===== src/rtl/fp_add_pkg.sv =====
// Shared constants, state/class encodings and helpers for the sequential
// binary64 adder.
package fp_add_pkg;
    localparam int EXP_W   = 11;
    localparam int FRAC_W  = 52;
    localparam int BIAS    = 1023;
    localparam int MAN_W   = FRAC_W + 1;
    localparam int WRK_W   = MAN_W + 3;
    localparam int SH_MAX  = FRAC_W + 3;
    localparam int EXP_MAX = (1 << EXP_W) - 1;

    localparam logic [63:0] QNAN = 64'h7FF8_0000_0000_0000;

    typedef enum logic [2:0] {IDLE, UNP, ALN, ADD, NRM, RND, DONE} state_t;
    typedef enum logic [2:0] {C_ZERO, C_SUB, C_NORM, C_INF, C_QNAN, C_SNAN} cls_t;

    function automatic cls_t classify(input logic [63:0] v);
        logic [EXP_W-1:0]  e;
        logic [FRAC_W-1:0] f;
        cls_t              c;
        e = v[FRAC_W+EXP_W-1:FRAC_W];
        f = v[FRAC_W-1:0];
        if (e == {EXP_W{1'b1}}) begin
            if (f == {FRAC_W{1'b0}}) c = C_INF;
            else if (f[FRAC_W-1])    c = C_QNAN;
            else                     c = C_SNAN;
        end else if (e == {EXP_W{1'b0}}) begin
            c = (f == {FRAC_W{1'b0}}) ? C_ZERO : C_SUB;
        end else begin
            c = C_NORM;
        end
        return c;
    endfunction

    // Leading zeros of the working significand; all-zero returns WRK_W.
    function automatic logic [5:0] lzc(input logic [WRK_W-1:0] v);
        logic [5:0] n;
        n = 6'(WRK_W);
        for (int i = 0; i < WRK_W; i++) begin
            if (v[i]) n = 6'(WRK_W - 1 - i);
        end
        return n;
    endfunction
endpackage


===== src/rtl/fp_add_seq_special_chk.sv =====
// Operand classifier and special-case (NaN / infinity) result policy.
module fp_special_chk
    import fp_add_pkg::*;
(
    input  logic [63:0] a,
    input  logic [63:0] b,
    input  logic        eop,
    output cls_t        cls_a,
    output cls_t        cls_b,
    output logic        spc_valid,
    output logic [63:0] spc_result,
    output logic        inf_flag,
    output logic        nan_flag,
    output logic        inv_flag
);
    logic any_nan_s, any_snan_s;

    // b's effective sign equals sign(a)^eop, so an infinite b needs no sub input.
    always_comb begin
        cls_a      = classify(a);
        cls_b      = classify(b);
        any_nan_s  = (cls_a == C_QNAN) || (cls_a == C_SNAN) ||
                     (cls_b == C_QNAN) || (cls_b == C_SNAN);
        any_snan_s = (cls_a == C_SNAN) || (cls_b == C_SNAN);
        spc_valid  = 1'b1;
        spc_result = QNAN;
        inf_flag   = 1'b0;
        nan_flag   = 1'b0;
        inv_flag   = 1'b0;
        if (any_nan_s) begin
            nan_flag = 1'b1;
            inv_flag = any_snan_s;
        end else if ((cls_a == C_INF) && (cls_b == C_INF) && eop) begin
            inv_flag = 1'b1;
        end else if (cls_a == C_INF) begin
            spc_result = {a[63], {EXP_W{1'b1}}, {FRAC_W{1'b0}}};
            inf_flag   = 1'b1;
        end else if (cls_b == C_INF) begin
            spc_result = {a[63] ^ eop, {EXP_W{1'b1}}, {FRAC_W{1'b0}}};
            inf_flag   = 1'b1;
        end else begin
            spc_valid = 1'b0;
        end
    end
endmodule


===== src/rtl/fp_add_seq.sv =====
// Multi-cycle IEEE-754 binary64 add/subtract sequencer with valid/ready
// handshakes on both sides and an early exit for NaN/infinity operands.
module fp_add_seq
    import fp_add_pkg::*;
(
    input  logic        clk,
    input  logic        rst,
    input  logic        in_valid,
    output logic        in_ready,
    input  logic [63:0] a,
    input  logic [63:0] b,
    input  logic        sub,
    output logic        out_valid,
    input  logic        out_ready,
    output logic [63:0] result,
    output logic        inf_flag,
    output logic        nan_flag,
    output logic        inv_flag,
    output logic        ovf_flag,
    output logic        busy
);
    state_t              state_r, state_nxt_s;
    logic [63:0]         a_r, b_r;
    logic                sub_r, sign_r, eop_r;
    logic [EXP_W:0]      exp_r, d_r;
    logic [MAN_W-1:0]    x_man_r, y_man_r;
    logic [WRK_W-1:0]    y_wrk_r, nrm_r;
    logic [WRK_W:0]      sum_r;

    cls_t                cls_a_s, cls_b_s;
    logic                spc_valid_s, spc_inf_s, spc_nan_s, spc_inv_s;
    logic [63:0]         spc_result_s;
    logic                eop_s, swap_s, x_sign_s, hid_x_s, hid_y_s;
    logic [63:0]         x_op_s, y_op_s;
    logic [EXP_W:0]      ex_s, ey_s;
    logic [5:0]          aln_sh_s, lz_s;
    logic [2*WRK_W-1:0]  aln_wide_s;
    logic [WRK_W-1:0]    aln_y_s, nrm_man_s;
    logic [WRK_W:0]      sum_s;
    logic [EXP_W:0]      lim_s, nsh_s, nrm_exp_s, rnd_exp_s;
    logic                rnd_up_s;
    logic [MAN_W:0]      rnd_m_s;
    logic [FRAC_W-1:0]   rnd_frac_s;

    assign eop_s = a_r[63] ^ b_r[63] ^ sub_r;

    fp_special_chk u_chk (
        .a          (a_r),
        .b          (b_r),
        .eop        (eop_s),
        .cls_a      (cls_a_s),
        .cls_b      (cls_b_s),
        .spc_valid  (spc_valid_s),
        .spc_result (spc_result_s),
        .inf_flag   (spc_inf_s),
        .nan_flag   (spc_nan_s),
        .inv_flag   (spc_inv_s)
    );

    // Unpack and swap so X holds the larger magnitude; subnormals use exponent 1.
    always_comb begin
        swap_s   = b_r[62:0] > a_r[62:0];
        x_op_s   = swap_s ? b_r : a_r;
        y_op_s   = swap_s ? a_r : b_r;
        x_sign_s = swap_s ? (b_r[63] ^ sub_r) : a_r[63];
        hid_x_s  = swap_s ? (cls_b_s == C_NORM) : (cls_a_s == C_NORM);
        hid_y_s  = swap_s ? (cls_a_s == C_NORM) : (cls_b_s == C_NORM);
        ex_s     = hid_x_s ? {1'b0, x_op_s[62:FRAC_W]} : {{EXP_W{1'b0}}, 1'b1};
        ey_s     = hid_y_s ? {1'b0, y_op_s[62:FRAC_W]} : {{EXP_W{1'b0}}, 1'b1};
    end

    // Alignment shift with sticky collection, then the significand add/subtract.
    always_comb begin
        aln_sh_s   = (d_r > (EXP_W+1)'(SH_MAX)) ? 6'(SH_MAX) : d_r[5:0];
        aln_wide_s = {y_man_r, 3'b000, {WRK_W{1'b0}}} >> aln_sh_s;
        aln_y_s    = {aln_wide_s[2*WRK_W-1:WRK_W+1],
                      aln_wide_s[WRK_W] | (|aln_wide_s[WRK_W-1:0])};
        if (eop_r) sum_s = {1'b0, x_man_r, 3'b000} - {1'b0, y_wrk_r};
        else       sum_s = {1'b0, x_man_r, 3'b000} + {1'b0, y_wrk_r};
    end

    // Normalize: right by one on carry, else left by lzc clamped at exponent 1.
    always_comb begin
        lz_s  = lzc(sum_r[WRK_W-1:0]);
        lim_s = exp_r - {{EXP_W{1'b0}}, 1'b1};
        nsh_s = ({6'd0, lz_s} > lim_s) ? lim_s : {6'd0, lz_s};
        if (sum_r[WRK_W]) begin
            nrm_man_s = {sum_r[WRK_W:2], |sum_r[1:0]};
            nrm_exp_s = exp_r + {{EXP_W{1'b0}}, 1'b1};
        end else begin
            nrm_man_s = sum_r[WRK_W-1:0] << nsh_s;
            nrm_exp_s = exp_r - nsh_s;
        end
    end

    // Round to nearest even; a missing hidden bit after rounding encodes exponent 0.
    always_comb begin
        rnd_up_s = nrm_r[2] & (nrm_r[1] | nrm_r[0] | nrm_r[3]);
        rnd_m_s  = {1'b0, nrm_r[WRK_W-1:3]} + {{MAN_W{1'b0}}, rnd_up_s};
        if (rnd_m_s[MAN_W]) begin
            rnd_exp_s  = exp_r + {{EXP_W{1'b0}}, 1'b1};
            rnd_frac_s = rnd_m_s[FRAC_W:1];
        end else begin
            rnd_exp_s  = rnd_m_s[FRAC_W] ? exp_r : {(EXP_W+1){1'b0}};
            rnd_frac_s = rnd_m_s[FRAC_W-1:0];
        end
    end

    // State register.
    always_ff @(posedge clk) begin
        if (rst) state_r <= IDLE;
        else     state_r <= state_nxt_s;
    end

    // Next-state logic.
    always_comb begin
        state_nxt_s = state_r;
        case (state_r)
            IDLE:    state_nxt_s = in_valid ? UNP : IDLE;
            UNP:     state_nxt_s = spc_valid_s ? DONE : ALN;
            ALN:     state_nxt_s = ADD;
            ADD:     state_nxt_s = NRM;
            NRM:     state_nxt_s = RND;
            RND:     state_nxt_s = DONE;
            DONE:    state_nxt_s = out_ready ? IDLE : DONE;
            default: state_nxt_s = IDLE;
        endcase
    end

    // Handshake outputs decoded from the state register.
    always_comb begin
        in_ready  = 1'b0;
        out_valid = 1'b0;
        busy      = 1'b1;
        case (state_r)
            IDLE:    begin in_ready = 1'b1; busy = 1'b0; end
            DONE:    out_valid = 1'b1;
            default: busy = 1'b1;
        endcase
    end

    // Datapath registers, result and flags.
    always_ff @(posedge clk) begin
        if (rst) begin
            a_r <= 64'd0; b_r <= 64'd0; sub_r <= 1'b0;
            sign_r <= 1'b0; eop_r <= 1'b0;
            exp_r <= '0; d_r <= '0; x_man_r <= '0; y_man_r <= '0;
            y_wrk_r <= '0; nrm_r <= '0; sum_r <= '0;
            result <= 64'd0;
            inf_flag <= 1'b0; nan_flag <= 1'b0; inv_flag <= 1'b0; ovf_flag <= 1'b0;
        end else begin
            case (state_r)
                IDLE: if (in_valid) begin
                    a_r <= a; b_r <= b; sub_r <= sub;
                    inf_flag <= 1'b0; nan_flag <= 1'b0; inv_flag <= 1'b0; ovf_flag <= 1'b0;
                end
                UNP: begin
                    sign_r  <= x_sign_s;
                    eop_r   <= eop_s;
                    exp_r   <= ex_s;
                    d_r     <= ex_s - ey_s;
                    x_man_r <= {hid_x_s, x_op_s[FRAC_W-1:0]};
                    y_man_r <= {hid_y_s, y_op_s[FRAC_W-1:0]};
                    if (spc_valid_s) begin
                        result   <= spc_result_s;
                        inf_flag <= spc_inf_s;
                        nan_flag <= spc_nan_s;
                        inv_flag <= spc_inv_s;
                    end
                end
                ALN: y_wrk_r <= aln_y_s;
                ADD: begin
                    sum_r <= sum_s;
                    // Exact cancellation gives +0; like-signed zeros keep their sign.
                    if (sum_s == '0 && eop_r) sign_r <= 1'b0;
                end
                NRM: begin
                    nrm_r <= nrm_man_s;
                    exp_r <= nrm_exp_s;
                end
                RND: begin
                    if (rnd_exp_s >= (EXP_W+1)'(EXP_MAX)) begin
                        result   <= {sign_r, {EXP_W{1'b1}}, {FRAC_W{1'b0}}};
                        ovf_flag <= 1'b1;
                    end else begin
                        result <= {sign_r, rnd_exp_s[EXP_W-1:0], rnd_frac_s};
                    end
                end
                default: ;
            endcase
        end
    end
endmodule


===== config.mk =====
export PLATFORM = sky130hd
export DESIGN_NAME = fp_add_seq
export DESIGN_NICKNAME = d
export VERILOG_FILES = /design/src/rtl/fp_add_pkg.sv /design/src/rtl/fp_add_seq_special_chk.sv /design/src/rtl/fp_add_seq.sv
export SDC_FILE = /design/constraint.sdc
export NUM_CORES = 2
export LEC_CHECK = 0
export CAP_MARGIN = 10
export CORE_MARGIN = 10
export CORE_UTILIZATION = 60
export DETAILED_ROUTE_END_ITERATION = 12
export PLACE_DENSITY = 0.8
export REMOVE_ABC_BUFFERS = 1
export SETUP_SLACK_MARGIN = 0.2
export SLEW_MARGIN = 20
export SYNTH_ARGS = -nofsm -noshare
export SYNTH_HDL_FRONTEND = slang
export SYNTH_HIERARCHICAL = 1
export SYNTH_SLANG_ARGS = --single-unit

===== constraint.sdc =====
create_clock -name clk -period 8.59 [get_ports clk]
set_clock_uncertainty 0.2 [all_clocks]
set_input_delay 1.718 -clock clk [delete_from_list [all_inputs] [get_ports clk]]
set_output_delay 1.718 -clock clk [all_outputs]
set_load 0.005 [all_outputs]

==> impl_metrics.json <==
{
  "gp_congestion": 1.012,
  "fin_crit_ps": 6891,
  "worstPathRequired_ps": 8890,
  "wirelength_um": 132600,
  "antenna_found_initial": 2,
  "slew_headroom_pct": 16.93,
  "max_freq_mhz": 145.1,
  "cts_resized": 0,
  "place_ws_ps": 1844,
  "htreeDepth": 2,
  "setup_viol": 0,
  "r2r_cells": 25,
  "grt_overflow": 0,
  "cts_tree": "built",
  "synth.distinct_cells": 95,
  "place.detailed.hpwl_um": 101200,
  "synthToLayoutAreaGrowth_pct": 10.36,
  "grt_usage_pct": 33.87,
  "cp_slowest_cell": "a31oi_4",
  "drive_gt1_share_pct": 5.248,
  "clock-sinks": 501,
  "startpoint_type": "flip-flop",
  "period_share_pct": 80.23,
  "post-cts-setup-buffers": 0,
  "cts_made_buffers": 55,
  "cts_root_buf": "clkbuf_16",
  "syn_area_um2": 38610,
  "final_cells": 6011,
  "dp_cells": 5906,
  "synth_seq_cells": 501,
  "drt_first_iter_violations": 3346,
  "path_buf_inv": 0,
  "vias": 38680,
  "die_area_um2": 74900,
  "start_util_pct": 60.87,
  "min_to": "d_r[9]",
  "hold_viol_final": 0,
  "final_max_slew_viol_count": 0,
  "synth_edf_count": 0,
  "slowest_delay_ps": 830,
  "io_buffers": 203,
  "synth_flop_cell": "dfxtp_1",
  "fin_area_um2": 42610,
  "cp_data_arrival_time_ps": 7190,
  "vdd_ir_drop_max_mv": 0.2752,
  "fillers": 5524,
  "holdCritPathClass": "reg -> reg",
  "drc": 0,
  "worst_pin_slew_ps": 1245,
  "cts.clk_slew.worst_paths_ps": 60,
  "clock_latency_ps": 640,
  "cp_top_family": "compound AO/OA/AOI/OAI gates",
  "die_x_um": 273.7,
  "grt_pass1_vias": 36040,
  "crit_top_cell": "o21ai_0",
  "io_pins": 204,
  "synth.avg_cell_area_um2": 7.446,
  "powerDensity_nw_per_um2": 253.0,
  "seq_area_frac_synth_pct": 25.98,
  "grt_pass1_wl_um": 205000,
  "r2r_slack_ps": 1700,
  "rows": 92,
  "hp-start": "d_r[9]",
  "cap_violations": 0,
  "min_path_cells": 2,
  "fp.coreArea_um2": 63430,
  "first_pass_iters": 6,
  "cts_hold_buffers": 0,
  "fin_nets": 5451,
  "cp-end-kind": "flip-flop",
  "seq_area_um2": 10030,
  "multi_input_area_um2": 26120,
  "die_h_um": 273.7,
  "layout_commonest_cell": "nand2_1",
  "viasPerCell": 6.436,
  "syn_inst": 5185,
  "cts_buffer_depth": 3,
  "async_flop_share_pct": 0,
  "status": "complete, no violations",
  "reg2reg_to": "exp_r[9]",
  "grt_max_degree": 159,
  "critPathKind": "reg -> reg",
  "crit_path_max_fanout": 25,
  "ant_nets": 0,
  "grt_setup_unrepaired": "no",
  "routedWlPerCell_um": 22.07,
  "final_cell_mix": "nand2_1 (603), nor2_1 (590), dfxtp_1 (499), a21oi_1 (452), mux2i_1 (443)",
  "r2r_start": "sum_r[16]",
  "yosys_warnings": 6,
  "setup_slack_ps": 1699,
  "leakagePower_nw": 16.82,
  "placed_area_um2": 40640
}
==> worst register-to-register path: cells and delay by family, from the launching register on <==
kind                       cells  cell delay, ps
AOI/OAI and AO/OA             17            4390
adders and majority gates      2             740
DFF                            1             400
and+or+nand+nor                6            1030
==> cell families (layout without fill, tap and decap cells) <==
kind of cell / count (synthesis) / count (layout) / synth area share, %
XOR/XNOR: 117 / 117 / 2.654
buffers and inverters: 672 / 591 / 7.304
multiplexers: 467 / 467 / 12.31
flip-flops: 501 / 501 / 25.98
AND/OR/NAND/NOR: 1825 / 1825 / 21.56
other: 2 / 63 / 0.01945
adder cells (fa/ha/maj): 200 / 200 / 6.540
AO/OA/AOI/OAI: 1401 / 1401 / 23.64
==> Yosys cell counts (13+ instances only) <==
library cell | count | area share [%]
xnor2_1 | 77 | 1.7
xor2_1 | 40 | 0.91
o31ai_1 | 28 | 0.54
a31oi_1 | 52 | 0.84
a21o_1 | 65 | 1.3
and2_1 | 25 | 0.41
a22oi_1 | 45 | 0.87
a21oi_1 | 452 | 5.9
a211oi_1 | 224 | 4.4
mux2i_1 | 443 | 11
mux2_2 | 19 | 0.55
o22ai_1 | 25 | 0.41
o211ai_1 | 38 | 0.74
buf_2 | 34 | 0.44
and3_1 | 42 | 0.68
nand2_1 | 607 | 5.9
buf_1 | 31 | 0.30
nor2b_1 | 59 | 0.96
clkbuf_1 | 337 | 3.3
nor4_1 | 82 | 1.3
a221oi_1 | 58 | 1.3
or2_2 | 16 | 0.26
or3_1 | 27 | 0.44
or4_1 | 13 | 0.25
nand2b_1 | 41 | 0.66
nor3_1 | 117 | 1.5
nand4_1 | 57 | 0.92
nor2_1 | 595 | 5.8
ha_1 | 197 | 6.4
inv_1 | 202 | 2.0
nand3_1 | 90 | 1.2
buf_4 | 64 | 1.2
o21a_1 | 34 | 0.66
dfxtp_1 | 501 | 26
o21ai_0 | 215 | 2.8
==> worst max path at each step <==
stage | from | endpoint | slack (ps) | depth (start not counted)
after floorplan | a_r[16] | d_r[10] | -5760 | 28
after global placement | sum_r[13] | exp_r[9] | 1800 | 26
after detailed placement | sum_r[13] | exp_r[9] | 1840 | 26
after CTS | sum_r[16] | exp_r[9] | 1710 | 25
after global routing | sum_r[16] | exp_r[9] | 1180 | 25
final | sum_r[16] | exp_r[9] | 1700 | 25
==> layout make-up <==
| class | instances | share of cell area [%] |
|---|---|---|
| timing repair buffer | 284 | 6.313 |
| inverter | 204 | 1.797 |
| clock buffer | 75 | 3.761 |
| antenna | 1 | 0.005873 |
| clock inverter | 28 | 0.8046 |
| tap | 846 | 2.484 |
| multi-input combinational | 4072 | 61.29 |
| sequential | 501 | 23.54 |
==> stage by stage <==
step / power [mW] / utilization [%] / TNS, ps / hold WS (ps)
floorplan: 6.867 / - / -954480 / 220.6
global placement: 8.078 / 64.04 / 0 / 237.3
detailed placement: 8.093 / 64.08 / 0 / 241.9
CTS: 10.62 / 67.15 / 0 / 249.5
global route: 11.29 / 67.18 / 0 / 273.0
finish: 10.78 / 67.18 / 0 / 247.2
==> report_power, final <==
part	switching [mW]	total (mW)	internal, mW
Combinational	3.52	5.55	2.02
Sequential	0.220	2.70	2.48
Clock	1.04	2.53	1.49
Total	4.78	10.8	6.00
==> metal layers <==
metal  global-route usage (%)  wire length [um]  vias to the layer above
met3                    5.074              9642                      373
li1                         -                 -                    18460
met1                    41.20             53030                    18190
met5                        0                 0                        -
met2                    55.78             61180                     1661
met4                    20.63              8778                        0
==> state kept, by name, summed over array words and instances (netlist names) <==
register / flops
nrm_r: 56
y_man_r: 53
b_r: 64
result: 64
nan_flag: 1
inv_flag: 1
x_man_r: 53
sign_r: 1
state_r: 3
exp_r: 12
ovf_flag: 1
d_r: 12
a_r: 64
inf_flag: 1
sum_r: 57
y_wrk_r: 56
sub_r: 1
eop_r: 1
Note: power is estimated with default switching activity, not from simulation.
